## src/rtl/rot_display_pkg.sv

```systemverilog
// Shared geometry defaults, derived widths, scanner state encoding and the
// saturating-counter helper used by the rotational display read path.
package rot_display_pkg;

    localparam int ROTATIONAL_RES = 1024;
    localparam int DISPLAY_RADIUS = 32;
    localparam int DISPLAY_HEIGHT = 64;
    localparam int DATA_SIZE      = 1;

    localparam int THETA_W   = $clog2(ROTATIONAL_RES);
    localparam int RADIUS_W  = $clog2(DISPLAY_RADIUS);
    localparam int OVERRUN_W = 16;

    typedef enum logic [1:0] {
        IDLE    = 2'd0,
        REQUEST = 2'd1,
        SHIFT   = 2'd2,
        LATCH   = 2'd3
    } scanner_state_t;

    // Increment that sticks at all-ones instead of wrapping.
    function automatic logic [OVERRUN_W-1:0] sat_inc(input logic [OVERRUN_W-1:0] value);
        logic [OVERRUN_W-1:0] result;
        if (value == {OVERRUN_W{1'b1}}) begin
            result = value;
        end else begin
            result = value + OVERRUN_W'(1);
        end
        return result;
    endfunction

endpackage

```

## src/rtl/column_serializer.sv

```systemverilog
// Dual-arm column shifter: loads both columns in parallel and streams them MSB
// first, one bit every SCLK_DIV cycles, with sclk high in the second half.
module column_serializer #(
    parameter int COL_W    = 64,
    parameter int SCLK_DIV = 4
) (
    input  logic                  clk_in,
    input  logic                  rst_in,
    input  logic                  load,
    input  logic [1:0][COL_W-1:0] columns,
    output logic [1:0]            sdo,
    output logic                  sclk,
    output logic                  done
);

    localparam int DIV_W = (SCLK_DIV > 1) ? $clog2(SCLK_DIV) : 1;
    localparam int BIT_W = (COL_W > 1) ? $clog2(COL_W) : 1;
    localparam logic [DIV_W-1:0] DIV_LAST = DIV_W'(SCLK_DIV - 1);
    localparam logic [DIV_W-1:0] DIV_HALF = DIV_W'(SCLK_DIV / 2);
    localparam logic [BIT_W-1:0] BIT_LAST = BIT_W'(COL_W - 1);

    logic                  active_q;
    logic                  active_d;
    logic [DIV_W-1:0]      div_q;
    logic [DIV_W-1:0]      div_d;
    logic [BIT_W-1:0]      bit_q;
    logic [BIT_W-1:0]      bit_d;
    logic [1:0][COL_W-1:0] sh_q;
    logic [1:0][COL_W-1:0] sh_d;
    logic                  sclk_q;
    logic                  sclk_d;

    // Divider, bit counter and shift registers next-state.
    always_comb begin
        active_d = active_q;
        div_d    = div_q;
        bit_d    = bit_q;
        sh_d     = sh_q;
        sclk_d   = sclk_q;
        if (load) begin
            sh_d     = columns;
            div_d    = '0;
            bit_d    = '0;
            active_d = 1'b1;
            sclk_d   = 1'b0;
        end else if (active_q) begin
            if (div_q == DIV_LAST) begin
                div_d    = '0;
                sclk_d   = 1'b0;
                sh_d[0]  = sh_q[0] << 1;
                sh_d[1]  = sh_q[1] << 1;
                if (bit_q == BIT_LAST) begin
                    active_d = 1'b0;
                    bit_d    = '0;
                end else begin
                    bit_d = bit_q + BIT_W'(1);
                end
            end else begin
                div_d  = div_q + DIV_W'(1);
                sclk_d = (div_d >= DIV_HALF);
            end
        end else begin
            sclk_d = 1'b0;
        end
    end

    // Serializer state registers.
    always_ff @(posedge clk_in) begin
        if (rst_in) begin
            active_q <= 1'b0;
            div_q    <= '0;
            bit_q    <= '0;
            sh_q     <= '0;
            sclk_q   <= 1'b0;
        end else begin
            active_q <= active_d;
            div_q    <= div_d;
            bit_q    <= bit_d;
            sh_q     <= sh_d;
            sclk_q   <= sclk_d;
        end
    end

    assign sdo  = {sh_q[1][COL_W-1], sh_q[0][COL_W-1]};
    assign sclk = sclk_q;
    // High during the final cycle of the last bit, so the owner can leave SHIFT on time.
    assign done = active_q && (div_q == DIV_LAST) && (bit_q == BIT_LAST);

endmodule

```

## src/rtl/rot_column_scanner.sv

```systemverilog
// Read-side scanner: fetches the theta / theta+pi columns from the frame buffer,
// shifts them to both LED arms and latches them, queueing at most one new angle.
module rot_column_scanner #(
    parameter int ROTATIONAL_RES = rot_display_pkg::ROTATIONAL_RES,
    parameter int DISPLAY_RADIUS = rot_display_pkg::DISPLAY_RADIUS,
    parameter int DISPLAY_HEIGHT = rot_display_pkg::DISPLAY_HEIGHT,
    parameter int DATA_SIZE      = rot_display_pkg::DATA_SIZE,
    parameter int READ_LATENCY   = 2,
    parameter int SCLK_DIV       = 4,
    parameter int LATCH_CYCLES   = 2
) (
    input  logic                                         clk_in,
    input  logic                                         rst_in,
    input  logic [$clog2(ROTATIONAL_RES)-1:0]            theta_now,
    input  logic                                         theta_valid,
    input  logic                                         fb_busy,
    input  logic [1:0][DISPLAY_HEIGHT*DATA_SIZE-1:0]     fb_columns,
    input  logic [1:0][$clog2(DISPLAY_RADIUS)-1:0]       fb_radii,
    output logic [$clog2(ROTATIONAL_RES)-1:0]            theta_read,
    output logic [1:0]                                   led_sdo,
    output logic                                         led_sclk,
    output logic                                         led_latch,
    output logic [1:0][$clog2(DISPLAY_RADIUS)-1:0]       arm_radii,
    output logic                                         frame_done,
    output logic                                         busy,
    output logic [15:0]                                  overrun_count
);

    import rot_display_pkg::*;

    localparam int T_W      = $clog2(ROTATIONAL_RES);
    localparam int R_W      = $clog2(DISPLAY_RADIUS);
    localparam int COL_W    = DISPLAY_HEIGHT * DATA_SIZE;
    localparam int SETTLE_W = $clog2(READ_LATENCY + 2);
    localparam int LATCH_W  = (LATCH_CYCLES > 1) ? $clog2(LATCH_CYCLES) : 1;
    localparam logic [SETTLE_W-1:0] SETTLE_DONE = SETTLE_W'(READ_LATENCY + 1);
    localparam logic [LATCH_W-1:0]  LATCH_LAST  = LATCH_W'(LATCH_CYCLES - 1);

    scanner_state_t          state_q;
    scanner_state_t          state_d;
    logic [T_W-1:0]          theta_read_q;
    logic [T_W-1:0]          theta_read_d;
    logic [SETTLE_W-1:0]     settle_q;
    logic [SETTLE_W-1:0]     settle_d;
    logic                    pend_q;
    logic                    pend_d;
    logic [T_W-1:0]          pend_theta_q;
    logic [T_W-1:0]          pend_theta_d;
    logic [15:0]             overrun_count_q;
    logic [15:0]             overrun_count_d;
    logic [1:0][R_W-1:0]     stage_radii_q;
    logic [1:0][R_W-1:0]     stage_radii_d;
    logic [1:0][R_W-1:0]     arm_radii_q;
    logic [1:0][R_W-1:0]     arm_radii_d;
    logic                    led_latch_q;
    logic                    led_latch_d;
    logic [LATCH_W-1:0]      latch_cnt_q;
    logic [LATCH_W-1:0]      latch_cnt_d;
    logic                    frame_done_q;
    logic                    frame_done_d;
    logic                    busy_q;
    logic                    busy_d;

    logic                    load_s;
    logic                    ser_done_s;
    logic                    latch_exit_s;
    logic                    hold_angle_s;

    column_serializer #(
        .COL_W    (COL_W),
        .SCLK_DIV (SCLK_DIV)
    ) u_serializer (
        .clk_in  (clk_in),
        .rst_in  (rst_in),
        .load    (load_s),
        .columns (fb_columns),
        .sdo     (led_sdo),
        .sclk    (led_sclk),
        .done    (ser_done_s)
    );

    assign latch_exit_s = (state_q == LATCH) && (latch_cnt_q == LATCH_LAST);
    // Angles arriving while a frame is on the wire are queued; the exit cycle consumes its own.
    assign hold_angle_s = (state_q == SHIFT) || ((state_q == LATCH) && !latch_exit_s);

    // Scanner FSM, settle counter, pending-angle queue and radii staging.
    always_comb begin
        state_d         = state_q;
        theta_read_d    = theta_read_q;
        settle_d        = settle_q;
        pend_d          = pend_q;
        pend_theta_d    = pend_theta_q;
        overrun_count_d = overrun_count_q;
        stage_radii_d   = stage_radii_q;
        arm_radii_d     = arm_radii_q;
        led_latch_d     = 1'b0;
        latch_cnt_d     = latch_cnt_q;
        frame_done_d    = 1'b0;
        load_s          = 1'b0;

        if (hold_angle_s && theta_valid) begin
            pend_theta_d = theta_now;
            pend_d       = 1'b1;
            if (pend_q) begin
                overrun_count_d = sat_inc(overrun_count_q);
            end else begin
                overrun_count_d = overrun_count_q;
            end
        end else begin
            pend_d = pend_q;
        end

        case (state_q)
            IDLE: begin
                if (theta_valid) begin
                    theta_read_d = theta_now;
                    settle_d     = '0;
                    state_d      = REQUEST;
                end else begin
                    state_d = IDLE;
                end
            end
            REQUEST: begin
                if (theta_valid) begin
                    theta_read_d = theta_now;
                    settle_d     = '0;
                end else if (fb_busy) begin
                    settle_d = '0;
                end else if (settle_q == SETTLE_DONE) begin
                    load_s        = 1'b1;
                    stage_radii_d = fb_radii;
                    state_d       = SHIFT;
                end else begin
                    settle_d = settle_q + SETTLE_W'(1);
                end
            end
            SHIFT: begin
                if (ser_done_s) begin
                    state_d     = LATCH;
                    led_latch_d = 1'b1;
                    latch_cnt_d = '0;
                    arm_radii_d = stage_radii_q;
                end else begin
                    state_d = SHIFT;
                end
            end
            LATCH: begin
                if (latch_exit_s) begin
                    frame_done_d = 1'b1;
                    settle_d     = '0;
                    pend_d       = 1'b0;
                    if (theta_valid) begin
                        // A fresh angle beats a queued one; the queued angle counts as dropped.
                        theta_read_d = theta_now;
                        state_d      = REQUEST;
                        if (pend_q) begin
                            overrun_count_d = sat_inc(overrun_count_q);
                        end else begin
                            overrun_count_d = overrun_count_q;
                        end
                    end else if (pend_q) begin
                        theta_read_d = pend_theta_q;
                        state_d      = REQUEST;
                    end else begin
                        state_d = IDLE;
                    end
                end else begin
                    led_latch_d = 1'b1;
                    latch_cnt_d = latch_cnt_q + LATCH_W'(1);
                end
            end
            default: begin
                state_d = IDLE;
            end
        endcase

        busy_d = (state_d != IDLE);
    end

    // State and output registers with synchronous reset.
    always_ff @(posedge clk_in) begin
        if (rst_in) begin
            state_q         <= IDLE;
            theta_read_q    <= '0;
            settle_q        <= '0;
            pend_q          <= 1'b0;
            pend_theta_q    <= '0;
            overrun_count_q <= '0;
            stage_radii_q   <= '0;
            arm_radii_q     <= '0;
            led_latch_q     <= 1'b0;
            latch_cnt_q     <= '0;
            frame_done_q    <= 1'b0;
            busy_q          <= 1'b0;
        end else begin
            state_q         <= state_d;
            theta_read_q    <= theta_read_d;
            settle_q        <= settle_d;
            pend_q          <= pend_d;
            pend_theta_q    <= pend_theta_d;
            overrun_count_q <= overrun_count_d;
            stage_radii_q   <= stage_radii_d;
            arm_radii_q     <= arm_radii_d;
            led_latch_q     <= led_latch_d;
            latch_cnt_q     <= latch_cnt_d;
            frame_done_q    <= frame_done_d;
            busy_q          <= busy_d;
        end
    end

    assign theta_read    = theta_read_q;
    assign led_latch     = led_latch_q;
    assign arm_radii     = arm_radii_q;
    assign frame_done    = frame_done_q;
    assign busy          = busy_q;
    assign overrun_count = overrun_count_q;

endmodule

```

## config.mk

```make
export PLATFORM = sky130hd
export DESIGN_NAME = rot_column_scanner
export DESIGN_NICKNAME = d
export VERILOG_FILES = /design/src/rtl/rot_display_pkg.sv /design/src/rtl/column_serializer.sv /design/src/rtl/rot_column_scanner.sv
export SDC_FILE = /design/constraint.sdc
export NUM_CORES = 1
export LEC_CHECK = 0
export CORE_MARGIN = 4
export CORE_UTILIZATION = 55
export CTS_BUF_LIST = sky130_fd_sc_hd__clkbuf_4 sky130_fd_sc_hd__clkbuf_8
export DETAILED_ROUTE_END_ITERATION = 8
export PLACE_DENSITY = 0.86
export SYNTH_ARGS = -nofsm -noshare
export SYNTH_HDL_FRONTEND = slang
export SYNTH_SLANG_ARGS = --single-unit
export TNS_END_PERCENT = 20
```

## constraint.sdc

```tcl
create_clock -name clk_in -period 5.3 [get_ports clk_in]
set_input_delay 1.06 -clock clk_in [delete_from_list [all_inputs] [get_ports clk_in]]
set_output_delay 1.06 -clock clk_in [all_outputs]
set_load 0.005 [all_outputs]
```

# Word level (Yosys, flattened, before mapping)
# Index checks and enable logic that the tools add are counted.
[word_totals]
reg_bits = 203
latch_bits = 0
ram_bits = 0
rom_bits = 0
output_inout_bits = 42
memories = 0
[classes]
addsub = 5
n_mul = 0
div_mod_pow = 0
order_cmp = 1
eq_ne = 14
n_shift = 0
n_mux = 49
bitwise = 4
n_reduce_logical = 25
[op_table]
columns = ["op", "n"]
rows = [
  ["$mux 128", 3],
  ["$mux 16", 6],
  ["$mux 10", 4],
  ["$mux 1", 20],
  ["$mux 2", 10],
  ["$pmux 10 s2", 1],
  ["$add 16x1->16 const B", 1],
  ["$eq 16x16->1 const B", 1],
  ["$reduce_and 4->1", 3],
  ["$reduce_bool 2->1", 5],
  ["$eq 2x2->1 const B", 4],
  ["$ne 2x2->1 const B", 4],
  ["$pmux 2 s4", 1],
  ["$add 6x1->6 const B", 1],
  ["$eq 6x6->1 const B", 1],
  ["$mux 6", 1],
  ["$pmux 2 s3", 1],
  ["$reduce_and 2->1", 3],
  ["$reduce_or 2->1", 3],
  ["$logic_and 1x1->1", 5],
  ["$add 2x1->2 const B", 2],
  ["$ne 4x4->1 const B", 1],
  ["$not 1->1", 4],
  ["$pmux 1 s2", 2],
  ["11 further kinds", 11],
]

# Depth between registers and ports, before layout
# Gate-level depths: netlist of run 1.
[depth]
word_depth = 10
depth_mapped = 7

# Modules after synthesis
# Synthesis of run 1 repeated with hierarchy kept, for this count alone.
[hier_totals]
cells_unflattened = 1089
hier_area_um2 = 9317.7
[modules_own_cells]
columns = ["mod", "n_inst", "cells_each", "area_per_inst_um2"]
rows = [
  ["column_serializer", 1, 780, 6607.6],
  ["rot_column_scanner", 1, 309, 2710.1],
]

# Least setup slack after synthesis of run 1
# No wires, ideal clock.
[synth_path]
path_type = "input to register"
start = "input port theta_valid"
end = "register overrun_count_q[11], in the netlist overrun_count[11]"
setup_ps = 119
t_arrival_ps = 2247
slack_ps = 2934
path_stages = 6
n_path_buf = 2
cell_sequence = "buf_2 -> nand4_1 -> buf_2 -> nor4_1 -> inv_1 -> o221a_2"
[synth_between]
elab_chain_cells = 5
[synth_lines]
columns = ["element", "line", "text"]
rows = [
  ["start, declared", "rot_column_scanner.sv:15", "input logic theta_valid,"],
  ["$logic_and 1x1->1", "rot_column_scanner.sv:101", "if (hold_angle_s && theta_valid) begin"],
  ["$mux 16", "rot_column_scanner.sv:101", ""],
  ["$mux 16", "rot_column_scanner.sv:152", "if (theta_valid) begin"],
  ["$mux 16", "rot_column_scanner.sv:148", "if (latch_exit_s) begin"],
  ["$mux 16 (*)", "rot_column_scanner.sv:113", "case (state_q)"],
  ["end signal, assigned", "rot_column_scanner.sv:201", "overrun_count_q <= overrun_count_d;"],
  ["end, declared", "rot_column_scanner.sv:49", "logic [15:0] overrun_count_q;"],
]
# Mark *: on every way between the ends. The rest lies on a longest branch, timed or not.
# A chain may end at the register's enable or synchronous reset.

# Worst setup path in the final report of run 1
[layout_path]
start = "input port theta_valid"
end = "register u_serializer.sh_q[16] (netlist name)"
[layout_between]
elab_chain_cells = 4
elab_cells_between_ends = 6
classes_between = "mux: 3; reduce/logical: 3"
[layout_lines]
columns = ["element", "line", "text"]
rows = [
  ["$mux 1 (*)", "rot_column_scanner.sv:124", "if (theta_valid) begin"],
  ["$mux 1 (*)", "rot_column_scanner.sv:113", ""],
  ["$reduce_bool 2->1 (no source line)", "-", ""],
  ["$reduce_and 2->1 (no source line)", "-", ""],
  ["end signal, assigned", "column_serializer.sv:73", "sh_q <= '0;"],
  ["end signal, assigned", "column_serializer.sv:79", "sh_q <= sh_d;"],
  ["end, declared", "column_serializer.sv:28", "logic [1:0][COL_W-1:0] sh_q;"],
]
# Marked as above.

==> results of run 1 <==
## final cells by class
cell class	count	area (µm²)	share of cell area (%)
well taps	211	264	2.36
clock inverters	3	40.0	0.358
inverters	7	26.3	0.235
flip-flops and latches	203	4060	36.3
clock buffers	52	647	5.78
multi-input cells	760	4150	37.0
repair buffers	200	2010	18.0
## worst max path at each step
stage / slack, ns / from / depth (start not counted) / endpoint
finish: 2.19 / theta_valid / 6 / u_serializer.sh_q[16]
global route: 1.96 / theta_valid / 6 / u_serializer.sh_q[16]
CTS: 2.27 / theta_valid / 6 / u_serializer.sh_q[87]
detailed placement: 1.71 / theta_valid / 6 / u_serializer.sh_q[20]
global placement: 1.80 / theta_valid / 6 / u_serializer.sh_q[4]
floorplan: 2.93 / theta_valid / 6 / overrun_count[11]
## metal layers
| metal | up-vias | routed length, µm |
|---|---|---|
| li1 | 3996 | - |
| met4 | 0 | 934 |
| met5 | - | 0 |
| met2 | 228 | 10000 |
| met3 | 62 | 1290 |
| met1 | 3663 | 9430 |
## state kept, by name, summed over array words and instances, names as in the netlist, 2 cells and up
signal / count
arm_radii: 10
overrun_count: 16
pend_theta_q: 10
settle_q: 2
stage_radii_q: 10
state_q: 2
theta_read: 10
u_serializer.bit_q: 6
u_serializer.div_q: 2
u_serializer.sdo: 2
u_serializer.sh_q: 126
## placed cells by master (no fill, tap or decap), types with 3 or more instances in the layout
| cell type | n |
|---|---|
| ha_1 | 4 |
| and3_1 | 3 |
| clkbuf_4 | 11 |
| nand3_1 | 10 |
| mux2_2 | 3 |
| clkbuf_8 | 41 |
| nor2b_1 | 5 |
| inv_1 | 7 |
| nand2_1 | 290 |
| o31ai_1 | 4 |
| mux2i_1 | 31 |
| buf_4 | 5 |
| xnor2_1 | 3 |
| dfxtp_1 | 203 |
| nand4_1 | 11 |
| or4_1 | 4 |
| a21oi_1 | 33 |
| nor3_1 | 6 |
| a311oi_1 | 128 |
| o21ai_0 | 5 |
| nor4_1 | 5 |
| clkdlybuf4s50_1 | 192 |
| nor2_1 | 174 |
| a211oi_1 | 10 |
## stage by stage
stage	util (%)	setup slack, ns	cells	hold slack (ns)	total power, µW
CTS	73.4	2.27	1436	0.456	3170
finish	73.4	2.19	1436	0.455	3130
floorplan	-	2.93	1065	0.436	1610
global placement	68.9	1.80	1381	0.444	1750
detailed placement	68.9	1.71	1381	0.448	1750
global route	73.4	1.96	1436	0.472	3250
## power breakdown
part	internal [µW]	leakage [µW]	switching, µW
Clock	819	0.000367	589
Sequential	1530	0.00164	6.30
Combinational	120	0.00180	60.0
## worst reg2reg max path, cell delays in order (launching register included)
cell,delay [ns]
dfxtp_1,0.68
nor4b_4,0.14
nand2_4,0.77
buf_12,0.50
nor2_1,0.12
a311oi_1,0.28
## cell families after synthesis
logic type,Yosys count
AO/OA/AOI/OAI,189
XOR/XNOR,5
adder cells (fa/ha/maj),4
buffers and inverters,102
flip-flops,203
multiplexers,34
AND/OR/NAND/NOR,528
==> results.md, run 1 <==
- Outcome: completed
- Biggest fanout along the worst timing path: 107
- Number of clock buffers inserted by TritonCTS: 34
- Drt total wl: 21700 µm
- Sequential cell area fraction in the yosys report: 47.2%
- Total global routing overflow: 0
- Proportion of netlist area held by the largest area contributor: 47.2%
- Post-synthesis area per instance: 8.09 µm²
- 1st-iter DRT viols: 613
- Largest family of logic cells by synthesized area: simple AND/OR/NAND/NOR gates
- Placed wire-length estimate: 13700 µm
- Horizontal die dimension: 133 µm
- Height of the chip: 133 µm
- Pin count of the biggest net entering global routing: 128
- GR met3 Demand/Resource: 4.46%
- Launch instance of the worst min-delay path: stage_radii_q[5]
- Crit path largest cell delay: 0.77 ns
- Gp weighted congestion: 0.829
- Relative max-transition margin: 27.5%
- Setup total negative slack: 0 ns
- WHS Endpoint: stage_radii_q[5]
- Vias in the first global route: 7364
- CTS Buffer Depth: 3
- Data required, critical path: 5.70 ns
- Fill cell count: 1154
- Worst clock skew: 0.0246 ns
- Fraction of the mapped netlist area in adder cells: 0.581%
- Cell count of the worst reg-to-reg path: 5
- Area growth from synthesis to layout: 29.9%
- Clock sink count: 203
- Main area contributors after synthesis: dfxtp_1 47%, a311oi_1 13%, nand2_1 13%
- Reg-to-reg startpoint: state_q[1]
- Net count of the mapped netlist: 1221
- Sum of buffers and inverters on the critical path: 2
- Shortest period the worst path allows: 3.11 ns
- Largest delay contributor family on the critical path: buffers and inverters
- Total Die Area: 0.0177 mm²
- RSZ-0062 raised after global routing: no
- Number of nets in the final layout: 1362
- Post-cts sizing count: 0
- #FFs+latches synth: 203
- Most used routing layer: met2
- Post-route DRC: 0
- Met2 Resource Use GR: 35.8%
- R2R setup slack: 2.70 ns
- Clock network latency to the later pin of the worst-skew pair: 0.51 ns
- Fmax: 321 MHz
- Final slew viol count: 0
- CTS tree: done
- Number of input and output port buffers inserted: 193
- Class of the worst hold path: flip-flop to flip-flop
- Type of element capturing the critical path: flip-flop
- Number of routed nets with antenna violations: 0
- Worst hold stages: 2
- Hold buffers post-CTS: 0
- Synthesis warning total: 0
- Worst-path clk slew: 0.06 ns
- Async SR Flop Fraction: 0%
- Dominant cell by count in the synthesized netlist: nand2_1
- Number of failing hold endpoints at the final stage: 0
- Peak ir drop on the vdd network: 0.000263 V
- Top_reg_cell synth: dfxtp_1
- Fraction of layout cells with a size suffix above 1: 6.20%
- Critical path data arrival time: 3.51 ns
- Met1 Usage GRT: 30.8%
- Placement Rows: 45
- Chain of cells forming the critical path: clkdlybuf4s50_1 > nor4b_4 > nand2_4 > buf_12 > nor2_1 > a311oi_1
- Number of antenna violations at the first check in global routing: 0
- Detailed-route wire length per cell: 15.1 µm
- Power density normalized to cell area: 279 mW/mm²
- Syn Std Cell Area: 0.00862 mm²
- Post-placement cell area: 0.0105 mm²
- Post-route design area: 0.0112 mm²
- Count of pins on the block boundary: 194
- Number of max-cap violations: 0
- Via-per-instance ratio: 5.54
- Number of distinct library cell variants in the gate-level netlist after synthesis: 45
- Slew @ Worst Pin: 1.09 ns
- Number of inserted diodes: 0
- Initial standard-cell utilization of the core: 56.5%
- Reg-to-reg critical path endpoint: u_serializer.sh_q[16]
- Pleak: 0.00381 µW
- Post-synthesis share of cell area spent on xor and xnor gates: 0.508%
- Post-CTS Setup Inserts: 0
- Final setup violation count: 0
- Post-synthesis share of cell area spent on and, or, nand and nor gates: 25.4%
- Pre-Repair DR Iteration Count: 5
- Multiplexer share of the synthesized area: 3.99%
- Ranking of synthesized cells by instance count: 292 x nand2_1, 203 x dfxtp_1, 174 x nor2_1
- Number of enable-type register cells in the synthesized netlist: 0
- Clock root buffer: clkbuf_8
- Number of standard cells after synthesis: 1065
- Category of the most critical setup path: input port to flip-flop
- Core region area: 0.0153 mm²
- First-pass GRT wire length: 35100 µm
- Share of the clock period used by the worst path after layout: 58.8%
- Tot GR Track Use: 23.1%
- H-Tree Level Count: 2
- Cell type with the highest aggregate area in the netlist: dfxtp_1
- Kind of launch point of the worst setup path: input port
- Synthesized-area fraction occupied by ao, oa, aoi and oai cells: 17.4%
- Cell with the largest stage delay on the worst path: nand2_4
- Via Count: 7949
No activity file was read; power rests on OpenSTA's default activity.
==> inputs of run 2 (changes only) <==
--- a/config.mk
+++ b/config.mk
@@ -6,10 +6,10 @@
 export NUM_CORES = 1
 export LEC_CHECK = 0
 export CORE_MARGIN = 4
-export CORE_UTILIZATION = 55
+export CORE_UTILIZATION = 52
 export CTS_BUF_LIST = sky130_fd_sc_hd__clkbuf_4 sky130_fd_sc_hd__clkbuf_8
 export DETAILED_ROUTE_END_ITERATION = 8
-export PLACE_DENSITY = 0.86
+export PLACE_DENSITY = 0.82
 export SYNTH_ARGS = -nofsm -noshare
 export SYNTH_HDL_FRONTEND = slang
 export SYNTH_SLANG_ARGS = --single-unit
==> constraint.sdc (replaced) <==
create_clock -name clk_in -period 2.9 [get_ports clk_in]
set_input_delay 0.58 -clock clk_in [delete_from_list [all_inputs] [get_ports clk_in]]
set_output_delay 0.58 -clock clk_in [all_outputs]
set_load 0.005 [all_outputs]
==> run 2 against run 1 <==
  * Register-to-register slack lost 1.9 ns
  * First-iteration DRC count shrank 9.0%
  * Flip-flop and latch count is the same
  * Largest cell class unchanged
  * Largest power group is now clock
  * Highest routed layer unchanged
==> results.md, run 2 (same netlist as run 1, synthesis figures left out) <==
- Clock network latency to the later pin of the worst-skew pair: 0.51 ns
- Clock sink count: 203
- Shortest period the worst path allows: 2.17 ns
- Chain of cells forming the critical path: clkdlybuf4s50_1
- Height of the chip: 137 µm
- Slew @ Worst Pin: 0.728 ns
- Data required, critical path: 2.32 ns
- Crit path largest cell delay: 0.59 ns
- RSZ-0062 raised after global routing: no
- Power density normalized to cell area: 524 mW/mm²
- Pin count of the biggest net entering global routing: 171
- Setup total negative slack: 0 ns
- Area growth from synthesis to layout: 32.3%
- WHS Endpoint: stage_radii_q[1]
- Reg-to-reg critical path endpoint: overrun_count[7]
- Number of nets in the final layout: 1370
- Biggest fanout along the worst timing path: 9
- R2R setup slack: 0.78 ns
- Peak ir drop on the vdd network: 0.000381 V
- Post-placement cell area: 0.0106 mm²
- Fraction of layout cells with a size suffix above 1: 7.26%
- Vias in the first global route: 7250
- Fmax: 460 MHz
- Placed wire-length estimate: 13600 µm
- CTS Buffer Depth: 3
- Highest-count cells in the layout ignoring fill and taps: 290 x nand2_1, 203 x dfxtp_1, 192 x clkdlybuf4s50_1
- Largest delay contributor family on the critical path: buffers and inverters
- Hold buffers post-CTS: 0
- Category of the most critical setup path: flip-flop to output port
- Share of the clock period used by the worst path after layout: 75.0%
- First-pass GRT wire length: 35100 µm
- Via Count: 7995
- Initial standard-cell utilization of the core: 53.7%
- Total Power: 5980 µW
- Number of routed nets with antenna violations: 0
- Placement Rows: 46
- Critical path data arrival time: 1.59 ns
- Core region area: 0.0161 mm²
- Post-route DRC: 0
- Launch instance of the worst min-delay path: stage_radii_q[1]
- Post-route design area: 0.0114 mm²
- Cell count of the worst reg-to-reg path: 5
- Reg-to-reg startpoint: overrun_count[0]
- Post-CTS Setup Inserts: 0
- Worst hold stages: 2
- Hold slack: 0.458 ns
- Gp weighted congestion: 0.793
- Relative max-transition margin: 51.1%
- 1st-iter DRT viols: 558
- Most flops, register: u_serializer.sh_q
- Number of clock buffers inserted by TritonCTS: 35
- Detailed-route wire length per cell: 15.0 µm
- Horizontal die dimension: 137 µm
- Number of antenna violations at the first check in global routing: 0
- Number of max-cap violations: 0
- Outcome: completed
- Pleak: 0.00391 µW
- Kind of launch point of the worst setup path: flip-flop
- Post-cts sizing count: 0
- Number of input and output port buffers inserted: 193
- Drt total wl: 21800 µm
- Pre-Repair DR Iteration Count: 5
- Sum of buffers and inverters on the critical path: 1
- Number of failing hold endpoints at the final stage: 0
- Final slew viol count: 0
- Class of the worst hold path: flip-flop to flip-flop
- Largest register FFs: 126
- Total global routing overflow: 0
- Worst clock skew: 0.0226 ns
- Worst-path clk slew: 0.06 ns
- Final setup violation count: 0
- Total Die Area: 0.0187 mm²
- Leading cell type in the layout, fill and taps excluded: nand2_1
- Clock root buffer: clkbuf_8
- Fill cell count: 1237
- Type of element capturing the critical path: output port
- Cell with the largest stage delay on the worst path: clkdlybuf4s50_1
- Count of pins on the block boundary: 194
- Via-per-instance ratio: 5.49
- CTS tree: done
- H-Tree Level Count: 2
- Tot GR Track Use: 22.6%
run 2: through the flow:
| stage | utilization, % | cells | setup slack [ns] |
|---|---|---|---|
| finish | 71.0 | 1456 | 0.725 |
| global route | 71.0 | 1455 | 0.593 |
| CTS | 71.0 | 1455 | 0.703 |
| detailed placement | 66.1 | 1393 | 0.324 |
| global placement | 66.1 | 1393 | 0.389 |
| floorplan | - | 1065 | 1.01 |
run 2: report_power, final:
part / switching [µW] / internal [µW]
Sequential: 10.6 / 2800
Clock: 1140 / 1690
Combinational: 111 / 221
run 2: worst max-delay path by stage:
| stage | from | to | cells past startpoint |
|---|---|---|---|
| 2_1_floorplan | theta_valid | overrun_count[11] | 6 |
| 3_3_place_gp | theta_valid | overrun_count[7] | 4 |
| 3_5_place_dp | theta_valid | u_serializer.sh_q[76] | 6 |
| 4_1_cts | overrun_count[2] | overrun_count[2] | 1 |
| 5_1_grt | overrun_count[1] | overrun_count[7] | 5 |
| 6_report | overrun_count[0] | overrun_count[0] | 1 |
run 2: layout make-up:
| cell class | count | area (µm²) | area share, % |
|---|---|---|---|
| clock inverter | 4 | 45.0 | 0.395 |
| tap | 216 | 270 | 2.37 |
| antenna | 1 | 2.50 | 0.0219 |
| sequential | 203 | 4060 | 35.6 |
| multi-input combinational | 760 | 4150 | 36.4 |
| timing repair buffer | 207 | 2110 | 18.5 |
| inverter | 7 | 26.3 | 0.230 |
| clock buffer | 58 | 736 | 6.45 |
run 2: layer usage:
metal	global-route usage (%)	wire, µm	vias up
li1	-	-	4040
met3	3.75	1100	57
met5	0	0	-
met4	10.2	802	0
met2	35.2	10300	221
met1	30.7	9690	3677
==> inputs of run 3 (changes only) <==
==> constraint.sdc (replaced) <==
create_clock -name clk_in -period 2.1 [get_ports clk_in]
set_input_delay 0.42 -clock clk_in [delete_from_list [all_inputs] [get_ports clk_in]]
set_output_delay 0.42 -clock clk_in [all_outputs]
set_load 0.005 [all_outputs]
==> run 3 against run 2 <==
  * Non-clock buffer count up 22
  * Sequential share of layout area down 0.60 points
  * Wire length up 1.3%
  * Final cell count up 1.6%
  * Die area unchanged
  * Combinational power up 42%
  * Sequential power up 38%
  * Core utilization up 1.2 points
  * Final area up 1.7%
  * Worst setup slack worse by 0.60 ns
  * Highest routed layer unchanged
==> results.md, run 3 (same netlist as run 1, synthesis figures left out) <==
- Launch instance of the worst min-delay path: rst_in
- Number of max-cap violations: 0
- WHS Endpoint: overrun_count[5]
- Vias in the first global route: 7318
- Fraction of layout cells with a size suffix above 1: 8.95%
- Critical path data arrival time: 1.55 ns
- Class of the worst hold path: input port to flip-flop
- Post-cts sizing count: 0
- Cell count of the worst reg-to-reg path: 6
- Share of the clock period used by the worst path after layout: 93.9%
- Shortest period the worst path allows: 1.97 ns
- Number of clock buffers inserted by TritonCTS: 35
- Via Count: 8131
- Sum of buffers and inverters on the critical path: 1
- Detailed-route wire length per cell: 15.0 µm
- Initial standard-cell utilization of the core: 53.7%
- Slew @ Worst Pin: 0.435 ns
- Pin count of the biggest net entering global routing: 84
- Placement Rows: 46
- Pre-Repair DR Iteration Count: 4
- Flop pwr share: 48.1%
- Chain of cells forming the critical path: clkdlybuf4s50_1
- Area growth from synthesis to layout: 34.6%
- Largest register FFs: 126
- R2R setup slack: 0.23 ns
- First-pass GRT wire length: 35100 µm
- Drt total wl: 22100 µm
- Final slew viol count: 0
- Count of pins on the block boundary: 194
- Tot GR Track Use: 22.6%
- CP startpoint: overrun_count[5]
- Clock network latency to the later pin of the worst-skew pair: 0.50 ns
- Leading cell type in the layout, fill and taps excluded: nand2_1
- H-Tree Level Count: 2
- Reg-to-reg critical path endpoint: arm_radii[8]
- Crit path largest cell delay: 0.58 ns
- Core region area: 0.0161 mm²
- Post-route setup slack: 0.128 ns
- Hold buffers post-CTS: 0
- Fill cell count: 1260
- Final setup violation count: 0
- Total Power: 8070 µW
- Post-route DRC: 0
- Total global routing overflow: 0
- Horizontal die dimension: 137 µm
- Largest delay contributor family on the critical path: buffers and inverters
- Category of the most critical setup path: flip-flop to output port
- Most flops, register: u_serializer.sh_q
- Via-per-instance ratio: 5.50
- 1st-iter DRT viols: 550
- Pre-CTS setup slack: -0.0708 ns
- Number of failing hold endpoints at the final stage: 0
- Kind of launch point of the worst setup path: flip-flop
- Power density normalized to cell area: 696 mW/mm²
- Height of the chip: 137 µm
- Placed wire-length estimate: 14700 µm
- RSZ-0062 raised after global routing: no
- Power dissipated by switching net loads: 1740 µW
- Clock sink count: 203
- Gp weighted congestion: 0.830
- Number of routed nets with antenna violations: 0
- Post-CTS Setup Inserts: 0
- Number of antenna violations at the first check in global routing: 1
- Data required, critical path: 1.68 ns
- Total Die Area: 0.0187 mm²
- Cell-internal power: 6330 µW
- Gate power share: 5.8%
- Reg-to-reg startpoint: u_serializer.div_q[0]
- Number of input and output port buffers inserted: 193
- Worst clock skew: 0.0105 ns
- Pleak: 0.00403 µW
- Switching share of total power: 21.6%
- Cell with the largest stage delay on the worst path: clkdlybuf4s50_1
- Relative max-transition margin: 71.0%
- Worst-path clk slew: 0.06 ns
- Outcome: completed
- Highest-count cells in the layout ignoring fill and taps: 290 x nand2_1, 203 x dfxtp_1, 192 x clkdlybuf4s50_1
- CTS Buffer Depth: 3
- Worst hold stages: 2
- Type of element capturing the critical path: output port
- CTS tree: done
- Peak ir drop on the vdd network: 0.000581 V
- Biggest fanout along the worst timing path: 6
- Fmax: 507 MHz
- Clock root buffer: clkbuf_8
- Number of nets in the final layout: 1392
- Clock power frac: 46.0%
-- run 3: cell count changes in the layout (fill, tap and decap cells not counted), sizes merged --
cell	change
clkbuf	-3
clkinv	+5
buf	+22
bufinv	-1
-- run 3: area by class of cell --
cell class                 count  area [µm²]  share of cell area, %
clock inverter                 8        40.0                  0.345
clock buffer                  55         707                   6.10
sequential                   203        4060                   35.0
multi-input combinational    760        4150                   35.7
tap                          216         270                   2.33
antenna                        1        2.50                 0.0216
inverter                       7        26.3                  0.227
timing repair buffer         229        2340                   20.2
-- run 3: through the flow --
step	std cells	hold WS, ns	util, %	TNS, ns	instance area, µm²
after detailed placement	1415	0.449	67.5	-1.34	10800
after global routing	1479	0.326	72.2	0	11600
after global placement	1415	0.445	67.5	-0.149	10800
after CTS	1478	0.293	72.2	0	11600
final	1479	0.331	72.2	0	11600
after floorplan	1065	0.436	-	0	8620
-- run 3: worst max-delay path by stage --
stage,depth (start not counted),slack [ns],endpoint
2_1_floorplan,5,0.36,overrun_count[10]
6_report,1,0.13,overrun_count[5]
3_3_place_gp,8,-0.06,overrun_count[11]
5_1_grt,1,0.04,overrun_count[3]
3_5_place_dp,8,-0.07,overrun_count[11]
4_1_cts,1,0.09,overrun_count[5]
-- run 3: power groups by stage --
stage | registers [µW] | logic [µW] | clock network (µW)
CTS | 3890 | 474 | 3810
global route | 3890 | 499 | 4000
finish | 3890 | 472 | 3710
floorplan | 3970 | 105 | 0
detailed placement | 3970 | 470 | 0
global placement | 3970 | 472 | 0
-- run 3: per-layer routing --
metal / up-vias / global-route usage, % / share of wire (%)
met5: - / 0 / 0
met4: 0 / 8.29 / 2.5
met3: 42 / 3.60 / 4.9
met1: 3801 / 29.9 / 44
li1: 4080 / - / -
met2: 208 / 37.3 / 49
